--- src/rtl/frame_sequencer.sv ---
// ----------------------------------------------------------------------------
// frame_sequencer
// Per-frame controller for the render pipeline. Each frame it clears the back
// framebuffer and z-buffer through the clear port, starts the geometry engine,
// waits for geometry, vertex FIFO, assembler and rasterizer to drain, then
// swaps front/back buffers on the next display vsync rising edge.
// The rasterizer owns the FB/ZB write ports only while o_raster_en is high;
// otherwise the external write mux selects the clear port.
// ----------------------------------------------------------------------------
module frame_sequencer #(
    parameter int unsigned FB_DEPTH     = 76800,
    parameter int unsigned ADDR_W       = 17,
    parameter logic [11:0] CLEAR_COLOR  = 12'h000,
    parameter logic [7:0]  Z_FAR        = 8'hFF,
    parameter int unsigned DRAIN_CYCLES = 16
) (
    input  logic              i_clk,
    input  logic              i_rst_n,
    input  logic              i_enable,
    input  logic              i_vsync,
    input  logic              i_geo_done,
    input  logic              i_fifo_empty,
    input  logic              i_asm_idle,
    input  logic              i_raster_busy,
    output logic              o_geo_start,
    output logic              o_raster_en,
    output logic              o_clear_we,
    output logic [ADDR_W-1:0] o_clear_addr,
    output logic [11:0]       o_clear_pixel,
    output logic [7:0]        o_clear_zb_data,
    output logic              o_front_buf,
    output logic [15:0]       o_frame_count,
    output logic              o_frame_overrun,
    output logic [2:0]        o_state
);

    typedef enum logic [2:0] {
        ST_IDLE       = 3'd0,
        ST_CLEAR      = 3'd1,
        ST_RENDER     = 3'd2,
        ST_DRAIN      = 3'd3,
        ST_WAIT_VSYNC = 3'd4,
        ST_SWAP       = 3'd5
    } state_t;

    // Drain counter is one bit wider than strictly needed so DRAIN_CYCLES=1
    // still yields a legal, non-zero-width vector.
    localparam int unsigned DCNT_W = $clog2(DRAIN_CYCLES + 1);

    localparam logic [ADDR_W-1:0] LAST_ADDR  = ADDR_W'(FB_DEPTH - 1);
    localparam logic [DCNT_W-1:0] DRAIN_LAST = DCNT_W'(DRAIN_CYCLES - 1);

    state_t              state;
    logic [DCNT_W-1:0]   drain_cnt;
    logic                vsync_q;
    logic                vsync_rise;
    logic                pipe_idle;

    // The whole pipeline counts as idle only when nothing is queued, no
    // partial triangle is held, and the rasterizer has finished.
    assign pipe_idle  = i_fifo_empty & i_asm_idle & ~i_raster_busy;
    assign vsync_rise = i_vsync & ~vsync_q;
    assign o_state    = state;

    // Previous vsync sample for rising-edge detection.
    always_ff @(posedge i_clk) begin
        if (!i_rst_n) begin
            vsync_q <= 1'b0;
        end else begin
            vsync_q <= i_vsync;
        end
    end

    // Frame state machine; every output is registered here so it changes in
    // the same cycle the state it belongs to becomes visible.
    always_ff @(posedge i_clk) begin
        if (!i_rst_n) begin
            state           <= ST_IDLE;
            drain_cnt       <= '0;
            o_geo_start     <= 1'b0;
            o_raster_en     <= 1'b0;
            o_clear_we      <= 1'b0;
            o_clear_addr    <= '0;
            o_clear_pixel   <= 12'h000;
            o_clear_zb_data <= 8'h00;
            o_front_buf     <= 1'b0;
            o_frame_count   <= 16'h0000;
            o_frame_overrun <= 1'b0;
        end else begin
            // Geometry start is a single-cycle strobe; it is re-armed only on
            // the CLEAR -> RENDER transition.
            o_geo_start <= 1'b0;

            case (state)
                ST_IDLE: begin
                    if (i_enable) begin
                        state           <= ST_CLEAR;
                        o_clear_we      <= 1'b1;
                        o_clear_addr    <= '0;
                        o_clear_pixel   <= CLEAR_COLOR;
                        o_clear_zb_data <= Z_FAR;
                    end
                end

                ST_CLEAR: begin
                    // A vsync edge here means the previous swap point was
                    // missed; flag it and let the frame wait for the next edge.
                    if (vsync_rise) begin
                        o_frame_overrun <= 1'b1;
                    end
                    if (o_clear_addr == LAST_ADDR) begin
                        state           <= ST_RENDER;
                        o_clear_we      <= 1'b0;
                        o_clear_addr    <= '0;
                        o_clear_pixel   <= 12'h000;
                        o_clear_zb_data <= 8'h00;
                        o_geo_start     <= 1'b1;
                        o_raster_en     <= 1'b1;
                    end else begin
                        o_clear_addr <= o_clear_addr + 1'b1;
                    end
                end

                ST_RENDER: begin
                    if (vsync_rise) begin
                        o_frame_overrun <= 1'b1;
                    end
                    if (i_geo_done) begin
                        state     <= ST_DRAIN;
                        drain_cnt <= '0;
                    end
                end

                ST_DRAIN: begin
                    if (vsync_rise) begin
                        o_frame_overrun <= 1'b1;
                    end
                    // Any activity restarts the quiet-period count, so only an
                    // uninterrupted idle run of DRAIN_CYCLES ends the frame.
                    if (!pipe_idle) begin
                        drain_cnt <= '0;
                    end else if (drain_cnt == DRAIN_LAST) begin
                        drain_cnt   <= '0;
                        o_raster_en <= 1'b0;
                        state       <= ST_WAIT_VSYNC;
                    end else begin
                        drain_cnt <= drain_cnt + 1'b1;
                    end
                end

                ST_WAIT_VSYNC: begin
                    if (vsync_rise) begin
                        state         <= ST_SWAP;
                        o_front_buf   <= ~o_front_buf;
                        o_frame_count <= o_frame_count + 16'd1;
                    end
                end

                ST_SWAP: begin
                    // i_enable is only consulted at frame boundaries so a
                    // frame already in flight always completes.
                    if (i_enable) begin
                        state           <= ST_CLEAR;
                        o_clear_we      <= 1'b1;
                        o_clear_addr    <= '0;
                        o_clear_pixel   <= CLEAR_COLOR;
                        o_clear_zb_data <= Z_FAR;
                    end else begin
                        state <= ST_IDLE;
                    end
                end

                default: begin
                    // Corrupted encoding: release the write ports and restart.
                    state           <= ST_IDLE;
                    drain_cnt       <= '0;
                    o_raster_en     <= 1'b0;
                    o_clear_we      <= 1'b0;
                    o_clear_addr    <= '0;
                    o_clear_pixel   <= 12'h000;
                    o_clear_zb_data <= 8'h00;
                end
            endcase
        end
    end

endmodule

--- config.mk ---
export PLATFORM = sky130hd
export DESIGN_NAME = frame_sequencer
export DESIGN_NICKNAME = d
export VERILOG_FILES = /design/src/rtl/frame_sequencer.sv
export SDC_FILE = /design/constraint.sdc
export NUM_CORES = 1
export LEC_CHECK = 0
export ABC_AREA = 1
export CORE_MARGIN = 8
export CORE_UTILIZATION = 30
export DETAILED_ROUTE_END_ITERATION = 10
export PLACE_DENSITY = 0.66
export SYNTH_ARGS = -nofsm -noshare
export SYNTH_HDL_FRONTEND = slang
export SYNTH_SLANG_ARGS = --single-unit
export TNS_END_PERCENT = 10
--- constraint.sdc ---
create_clock -name i_clk -period 1.5 [get_ports i_clk]
set_clock_uncertainty 0.1 [all_clocks]
set_input_delay 0.225 -clock i_clk [delete_from_list [all_inputs] [get_ports i_clk]]
set_output_delay 0.225 -clock i_clk [all_outputs]
set_load 0.02 [all_outputs]
# ---- Word-level counts from Yosys, hierarchy flattened
# Index checks and enable logic that the tools add are counted.
dict set report op_classes {
  add_sub_neg 3
  eq_ne 14
  muxes 29
  n_bitwise 9
  reduce_logical 14
}
# op n
set op_table {}
lappend op_table {{$pmux 17 s3} 1}
lappend op_table {{$pmux 12 s3} 1}
lappend op_table {{$mux 17} 2}
lappend op_table {{$mux 12} 2}
lappend op_table {{$pmux 8 s3} 1}
lappend op_table {{$mux 3} 6}
lappend op_table {{$pmux 3 s6} 1}
lappend op_table {{$add 17x1->17 const B} 1}
lappend op_table {{$eq 17x17->1 const B} 1}
lappend op_table {{$add 16x1->16 const B} 1}
lappend op_table {{$mux 8} 2}
lappend op_table {{$mux 5} 3}
lappend op_table {{$pmux 5 s3} 1}
lappend op_table {{$ne 2x2->1 const B} 6}
lappend op_table {{$reduce_and 2->1} 5}
lappend op_table {{$reduce_or 4->1} 2}
lappend op_table {{$mux 1} 7}
lappend op_table {{$eq 3x2->1 const B} 2}
lappend op_table {{$eq 3x3->1 const B} 2}
lappend op_table {{$not 1->1} 6}
lappend op_table {{$pmux 1 s3} 2}
lappend op_table {{$reduce_and 6->1} 1}
lappend op_table {{$reduce_or 3->1} 2}
lappend op_table {{$add 5x1->5 const B} 1}
lappend op_table {{other kinds (8)} 10}
dict set report totals {
  register_bits 67
  input_bits 8
  output_inout_bits 61
}

# ---- Depth between registers and ports, before layout
# Gate-level depths: netlist of the first run.
dict set report depth {
  word_depth 4
  ltp_mapped 11
}

# ---- Worst setup path after synthesis of the first run
# OpenSTA, ideal clock, no wires.
dict set report synth_timing {
  path_type {reg-to-reg}
  startpoint {reg o_clear_addr[0]}
  endpoint {reg state[0], in the netlist o_state[0]}
  t_arrival_ns 1.491
  setup_slack_ns -0.206
  path_stages_with_launch 9
  synth_period_minus_slack_ns 1.706
  path_cell_list {dfxtp_1 -> ha_1 -> nand3_1 -> nor3_2 -> nand2_1 -> nand2_2 -> nand3_2 -> o21ai_0 -> inv_1}
}
dict set report synth_via {
  elab_chain_cells 3
}
# item line
set synth_rtl {}
lappend synth_rtl {{start, declared} 28} ;# output logic [ADDR_W-1:0] o_clear_addr,
lappend synth_rtl {{start signal, assigned} 120} ;# o_clear_addr <= o_clear_addr + 1'b1;
lappend synth_rtl {{$eq 17x17->1} 111} ;# if (o_clear_addr == LAST_ADDR) begin
lappend synth_rtl {{$ne 2x2->1 (no source line)} n/a}
lappend synth_rtl {{$reduce_and 6->1 (no source line)} n/a}
lappend synth_rtl {{end signal, assigned} 112} ;# state <= ST_RENDER;
lappend synth_rtl {{end signal, assigned} 129} ;# state <= ST_DRAIN;
lappend synth_rtl {{end signal, assigned} 145} ;# state <= ST_WAIT_VSYNC;
lappend synth_rtl {{end, declared} 53} ;# state_t state;
# Every way passes these cells.
# A chain may end at the register's enable or synchronous reset.

# ---- Worst setup path in the final report of the first run
dict set report layout_timing {
  startpoint {reg state[1], in the netlist o_state[1]}
  endpoint {reg o_clear_addr[13]}
}
dict set report layout_via {
  elab_chain_cells 4
  elab_cells_between_ends 12
  cone_classes {6 x eq/ne; 1 x mux; 1 x bitwise; 4 x reduce/logical}
}
# item line
set layout_rtl {}
lappend layout_rtl {{start signal, assigned} 78} ;# state <= ST_IDLE;
lappend layout_rtl {{start signal, assigned} 97} ;# state <= ST_CLEAR;
lappend layout_rtl {{start signal, assigned} 112}
lappend layout_rtl {{$eq 3x3->1, or another cell as far along} 94} ;# case (state)
lappend layout_rtl {{$reduce_or 2->1 (no source line) / $reduce_or 3->1 (equally long branches)} n/a}
lappend layout_rtl {{$ne 2x1->1 (no source line) / $not 1->1 (equally long branches)} n/a}
lappend layout_rtl {{$reduce_and 2->1 (no source line)} n/a}
# Several ways; a longest one is shown, not always the timed one.

==> impl_metrics.yaml, run 1 <==
pwr:
  power_frac_comb_pct: 48.1
  p_leak_nw: 1.700
  pwr-share-clk_pct: 19.7
  cellPowerDensity_mw_per_mm2: 1188
  power_switching_w: 0.001931
  peakVddDrop_uv: 622.7
  internal-power_w: 0.002731
  seq_power_share_pct: 32.2
  swShare_pct: 41.42
grt:
  grt_pass1_vias: 2781
  track_usage_pct: 12.19
  grt_max_degree: 17
  gr-total-overflow: 0
  grt_pass1_wl_um: 12850
  antenna_found_initial: 0
worst_hold_path:
  hp-class: "flip-flop to flip-flop"
clock_tree:
  clkSinkCount: 47
  clock_path_buffers: 2
  h-tree-depth: 2
  cts_tree: "yes"
  insertion_delay_ns: 0.31
  cts_buffers: 5
  path_clk_slew_ns: 0.10
  root_buffer: "clkbuf_8"
yosys:
  synth_top_area_cell: "dfxtp_1"
  synth.distinct_cells: 36
  synth.cell_area_mm2: 0.002686
  synth_seq_cells: 47
  synth_edf_count: 0
  synthAdderAreaFrac_pct: 1.397
  syn_inst: 401
  synthArstFlopShare_pct: 0
  yosys_warnings: 0
  ys.flop_type: "dfxtp_1"
  synthDominantCellAreaShare_pct: 35.03
  synth_area_leaders: "dfxtp_1 (35%), nand2_1 (12%), nor2_1 (8.8%)"
  synth_top_family_by_area: "simple AND/OR/NAND/NOR gates"
  synthSimpleGateAreaFrac_pct: 37.91
  synth_xor_xnor_area_share_pct: 3.260
  synth_seq_area_share_pct: 35.03
  synth_compound_gate_area_share_pct: 8.570
  syn_area_per_cell_um2: 6.699
  synth_mux_area_share_pct: 0
finish:
  fill_cells: 870
  layout-drive-gt1-share_pct: 28.60
  final_area_mm2: 0.003924
  nNetsFinal: 517
  syn_to_final_growth_pct: 46.06
  n_antenna_cell: 0
placed_design:
  gp_congestion: 0.8838
  dpl_cell_area_mm2: 0.003705
  place_ws_ns: -0.2254
  port_buffers: 56
  place_hpwl_um: 6034
timing:
  hold_viol_final: 0
  setup-tns-final_ns: -0.1917
  period_needed_ns: 1.544
  maxSlewViolCount: 0
  finalCritPeriodShare_pct: 102.9
  setup_viol_count_final: 11
  rsz0062_at_grt: "true"
  fin_ws_ns: -0.04394
  max_freq_mhz: 647.7
floorplan:
  die_w_um: 110.6
  coreArea_mm2: 0.008721
  die_y_um: 110.6
  start_util_pct: 30.80
  fp-row-count: 34
  die_area_mm2: 0.01224
  io_pins: 69
status:
  violations: "negative setup slack"
  status: "finished, violations left"
routing:
  ant_nets: 0
  drcViolationCount: 0
  dr.pass1.iters: 4
  dr.first_iter.drc_count: 180
  routedWlPerCell_um: 12.72
  wirelength_um: 7820
  viasPerCell: 4.706
  vias: 2894
critical_path:
  cp_max_fo: 5
  crit_required_ns: 1.61
  worstPathArrival_ns: 1.65
  worst_setup_path_end_kind: "flip-flop"
  startpoint_type: "flip-flop"
  worstSetupPathType: "flip-flop to flip-flop"
job:
  cap_viol_max_count: 0
state kept, by name (all words and copies together), names as in the netlist, 3 cells and up:
| signal | count |
|---|---|
| o_clear_addr | 17 |
| o_frame_count | 16 |
| drain_cnt | 5 |
| o_state | 3 |
layer usage:
metal / routed length, um / vias up / track usage (%)
met2: 3700 / 85 / 20.39
met5: 0 / - / 0
met4: 133 / 0 / 3.964
met1: 3498 / 1325 / 14.59
met3: 487 / 13 / 3.517
li1: - / 1471 / -
cell type report:
type                            instances  area (um^2)  area share, %
Clock inverter                          2        16.27         0.4145
Inverter                               49        188.9          4.815
Sequential cell                        47        977.2          24.90
Multi-Input combinational cell        291         1585          40.40
Timing Repair Buffer                  112        927.1          23.63
Tap cell                              108        135.1          3.444
Clock buffer                            6        93.84          2.392
layout by cell type, fill, tap and decap left out, types with 6 or more instances in the layout:
cell	n
clkdlybuf4s15_1	6
nor2_4	7
dfxtp_4	6
nand3_1	22
o21ai_0	9
conb_1	12
dfxtp_2	11
nor2_1	53
nand2_1	77
inv_1	43
nor2_2	10
a21oi_1	22
buf_4	56
xor2_1	7
nor3_1	10
nand2_2	10
dlygate4sd2_1	33
nand4_1	13
dfxtp_1	30
clkdlybuf4s50_1	7
synthesized netlist by cell type (all sizes together) (2+ instances only):
master   n
a21oi   23
and3     2
buf     24
clkbuf   2
dfxtp   47
ha       3
inv     48
nand2   90
nand3   27
nand4   13
nor2    70
nor3    16
o21ai   15
or2      2
xnor2    3
xor2     7
stage by stage:
step / util (%) / cells / hold slack [ns] / total power, W
6_report: 44.99 / 615 / 0.3549 / 0.004662
5_1_grt: 44.99 / 615 / 0.3562 / 0.004955
4_1_cts: 43.64 / 613 / 0.3443 / 0.004476
3_5_place_dp: 42.48 / 605 / 0.3305 / 0.003586
3_3_place_gp: 42.48 / 605 / 0.3249 / 0.003587
2_1_floorplan: - / 412 / 0.2185 / 0.002799
power groups by stage:
| stage | combinational (W) | clock, W | sequential, W |
|---|---|---|---|
| after detailed placement | 0.00209 | 0 | 0.00150 |
| final | 0.00224 | 0.000920 | 0.00150 |
| after floorplan | 0.00117 | 0 | 0.00163 |
| after global placement | 0.00208 | 0 | 0.00150 |
| after CTS | 0.00205 | 0.000936 | 0.00148 |
| after global routing | 0.00245 | 0.000994 | 0.00151 |
kinds of logic after synthesis:
kind of cell	Yosys count
compound gates	43
xor+xnor	10
fa+ha+maj	3
buf+inv	75
flops	47
other cells	1
simple gates	222
path summary, 6_finish.rpt:
| check | cells past startpoint | start | slack, ns | endpoint |
|---|---|---|---|---|
| worst max-delay path | 8 | o_state[1] | -0.04 | o_clear_addr[13] |
| worst min register to register | 1 | o_front_buf | 0.35 | o_front_buf |
| worst max register to register | 8 | o_state[1] | -0.04 | o_clear_addr[13] |
| worst min-delay path | 1 | o_front_buf | 0.35 | o_front_buf |
timing repair:
action / 4_1_cts / 5_1_grt
endpoints found under the setup margin: 76 / 51
pin swaps: 4 / 7
buffers inserted: 0 / 1
cloned: 0 / 1
gates resized for setup: 72 / 53
hold buffers: 0 / 0
worst max-delay path, cell delays in order, from the launching register on:
cell and delay, ns:
dfxtp_4 0.41, inv_4 0.05, buf_4 0.14, nand4_1 0.15
buf_4 0.15, nand2_2 0.09, nor2_1 0.18, xnor2_1 0.13
nor2_1 0.05
Note: power is estimated with default switching activity, not from simulation.
==> run 2, diff against run 1 <==
CORE_MARGIN = 2   (was 8)
==> run 2 against run 1 <==
  * The run still ends with negative setup slack left
  * Global-route usage rose by 2.8 points
  * Largest cell class unchanged
  * Register-to-register slack improved by 0.03 ns
  * Design area rose by 1.8%
  * Routed wire length fell by 4.6%
  * Worst hold slack got worse by 0.0027 ns
  * Non-clock buffer count rose by 7
==> impl_metrics.yaml, run 2 (same netlist as run 1, synthesis figures left out) <==
status:
  status: "finished, violations left"
  violations: "negative setup slack"
pwr:
  power_switching_w: 0.001871
  internal-power_w: 0.002742
  cellPowerDensity_mw_per_mm2: 1155
  pwr-share-clk_pct: 18.5
  peakVddDrop_uv: 595.8
  totalPowerFinal_w: 0.004613
  seq_power_share_pct: 33.0
  swShare_pct: 40.55
  p_leak_nw: 1.788
  power_frac_comb_pct: 48.5
grt:
  grt_max_degree: 14
  grt_pass1_wl_um: 12040
  antenna_found_initial: 0
  gr-total-overflow: 0
  track_usage_pct: 14.97
  grt_pass1_vias: 2678
routing:
  viasPerCell: 4.635
  vias: 2883
  dr.first_iter.drc_count: 166
  highest_layer: "met4"
  dr_wl_met2_um: 3730
  routedWlPerCell_um: 12.00
  wirelength_um: 7463
  wl_met1_um: 3313
  wl_met3_um: 303
  drcViolationCount: 0
  dr.pass1.iters: 4
  ant_nets: 0
critical_path:
  r2r_cells: 8
  worstSetupPathType: "flip-flop to flip-flop"
  reg2reg_from: "o_state[0]"
  rrSetupSlack_ns: -0.02
  startpoint_type: "flip-flop"
  cp_max_fo: 6
  cp_top_family: "simple AND/OR/NAND/NOR gates"
  cp_cell_sequence: "inv_2 -> nand2_2 -> nand4_1 -> nand2_4 -> inv_4 -> nand2_1 -> xor2_1 -> nor2_1"
  worstPathArrival_ns: 1.62
  r2r-end: "o_clear_addr[15]"
  path_buf_inv: 2
  crit_slowest_cell: "dfxtp_4"
  slowest_delay_ns: 0.41
  crit_required_ns: 1.60
  worst_setup_path_end_kind: "flip-flop"
timing:
  setup_viol_count_final: 8
  finalCritPeriodShare_pct: 101.2
  max_freq_mhz: 658.8
  rsz0062_at_grt: "true"
  holdWs_ns: 0.3523
  fin_ws_ns: -0.01790
  period_needed_ns: 1.518
  hold_viol_final: 0
  maxSlewViolCount: 0
floorplan:
  start_util_pct: 30.80
  die_w_um: 98.63
  io_pins: 69
  coreArea_mm2: 0.008721
  fp-row-count: 34
  die_area_mm2: 0.009727
  die_y_um: 98.63
finish:
  final_area_mm2: 0.003993
  regMostFlops: "o_clear_addr"
  nNetsFinal: 524
  largest_reg_flops: 17
  layout-drive-gt1-share_pct: 28.99
  final_cell_mix: "nand2_1 (73), buf_4 (61), nor2_1 (53), dlygate4sd2_1 (44), inv_1 (41)"
  final_common_cell: "nand2_1"
  reg.largest.list: "o_clear_addr (17), o_frame_count (16), drain_cnt (5)"
  syn_to_final_growth_pct: 48.63
  n_antenna_cell: 0
worst_hold_path:
  hp-class: "flip-flop to flip-flop"
  hold_path.startpoint: "drain_cnt[4]"
  hold_end: "drain_cnt[4]"
  hold_depth: 2
job:
  cap_viol_max_count: 0
clock_tree:
  path_clk_slew_ns: 0.09
  cts_buffers: 5
  h-tree-depth: 2
  insertion_delay_ns: 0.30
  cts_tree: "yes"
  root_buffer: "clkbuf_8"
  clkSinkCount: 47
  clock_path_buffers: 2
placed_design:
  place_ws_ns: -0.2200
  place_hpwl_um: 5518
  dpl_cell_area_mm2: 0.003705
  port_buffers: 56
  gp_congestion: 0.8994
run 2: stage by stage:
step | std cells | util (%) | TNS [ns]
final | 622 | 45.78 | -0.08337
after global routing | 622 | 45.78 | -2.608
after CTS | 613 | 43.47 | -0.1092
after detailed placement | 605 | 42.48 | -5.283
after global placement | 605 | 42.48 | -4.131
after floorplan | 412 | - | -0.1954
run 2: layout make-up:
class / instances / area [um^2]
tap: 108 / 135.1
clock buffer: 8 / 100.1
inverter: 49 / 188.9
fill: 886 / 4728
multi-input combinational: 291 / 1623
sequential: 47 / 973.4
timing repair buffer: 119 / 972.2
run 2: worst max-delay path by stage:
stage / depth (start not counted) / startpoint / end
final: 8 / o_state[0] / o_clear_addr[15]
after global routing: 8 / o_state[0] / o_clear_addr[5]
after CTS: 8 / o_state[1] / drain_cnt[2]
after detailed placement: 8 / i_vsync / o_state[0]
after global placement: 8 / i_vsync / o_state[0]
after floorplan: 8 / o_clear_addr[1] / o_state[0]
run 2: worst min-delay path, delay by kind of cell, from the launching register on:
family / cells / cell delay (ns)
flip-flops: 1 / 0.33
AND/OR/NAND/NOR: 2 / 0.09
run 2: power by group through the flow:
| stage | logic (W) | registers (W) | clock network [W] |
|---|---|---|---|
| 2_1_floorplan | 0.00117 | 0.00163 | 0 |
| 3_3_place_gp | 0.00205 | 0.00152 | 0 |
| 3_5_place_dp | 0.00206 | 0.00152 | 0 |
| 4_1_cts | 0.00202 | 0.00150 | 0.000879 |
| 5_1_grt | 0.00245 | 0.00155 | 0.000926 |
| 6_report | 0.00224 | 0.00152 | 0.000853 |
run 2: layer usage:
layer | vias to the layer above | GRT usage [%]
li1 | 1478 | -
met1 | 1319 | 18.58
met2 | 74 | 25.75
met3 | 12 | 3.333
met4 | 0 | 4.953
met5 | - | 0
run 2: timing repair:
action	CTS	global route
buffers inserted	0	8
endpoints found under the hold margin	0	0
resized for setup	65	51
cloned	0	1
pin swaps	4	12
hold buffers	0	0
setup endpoints to repair	84	45
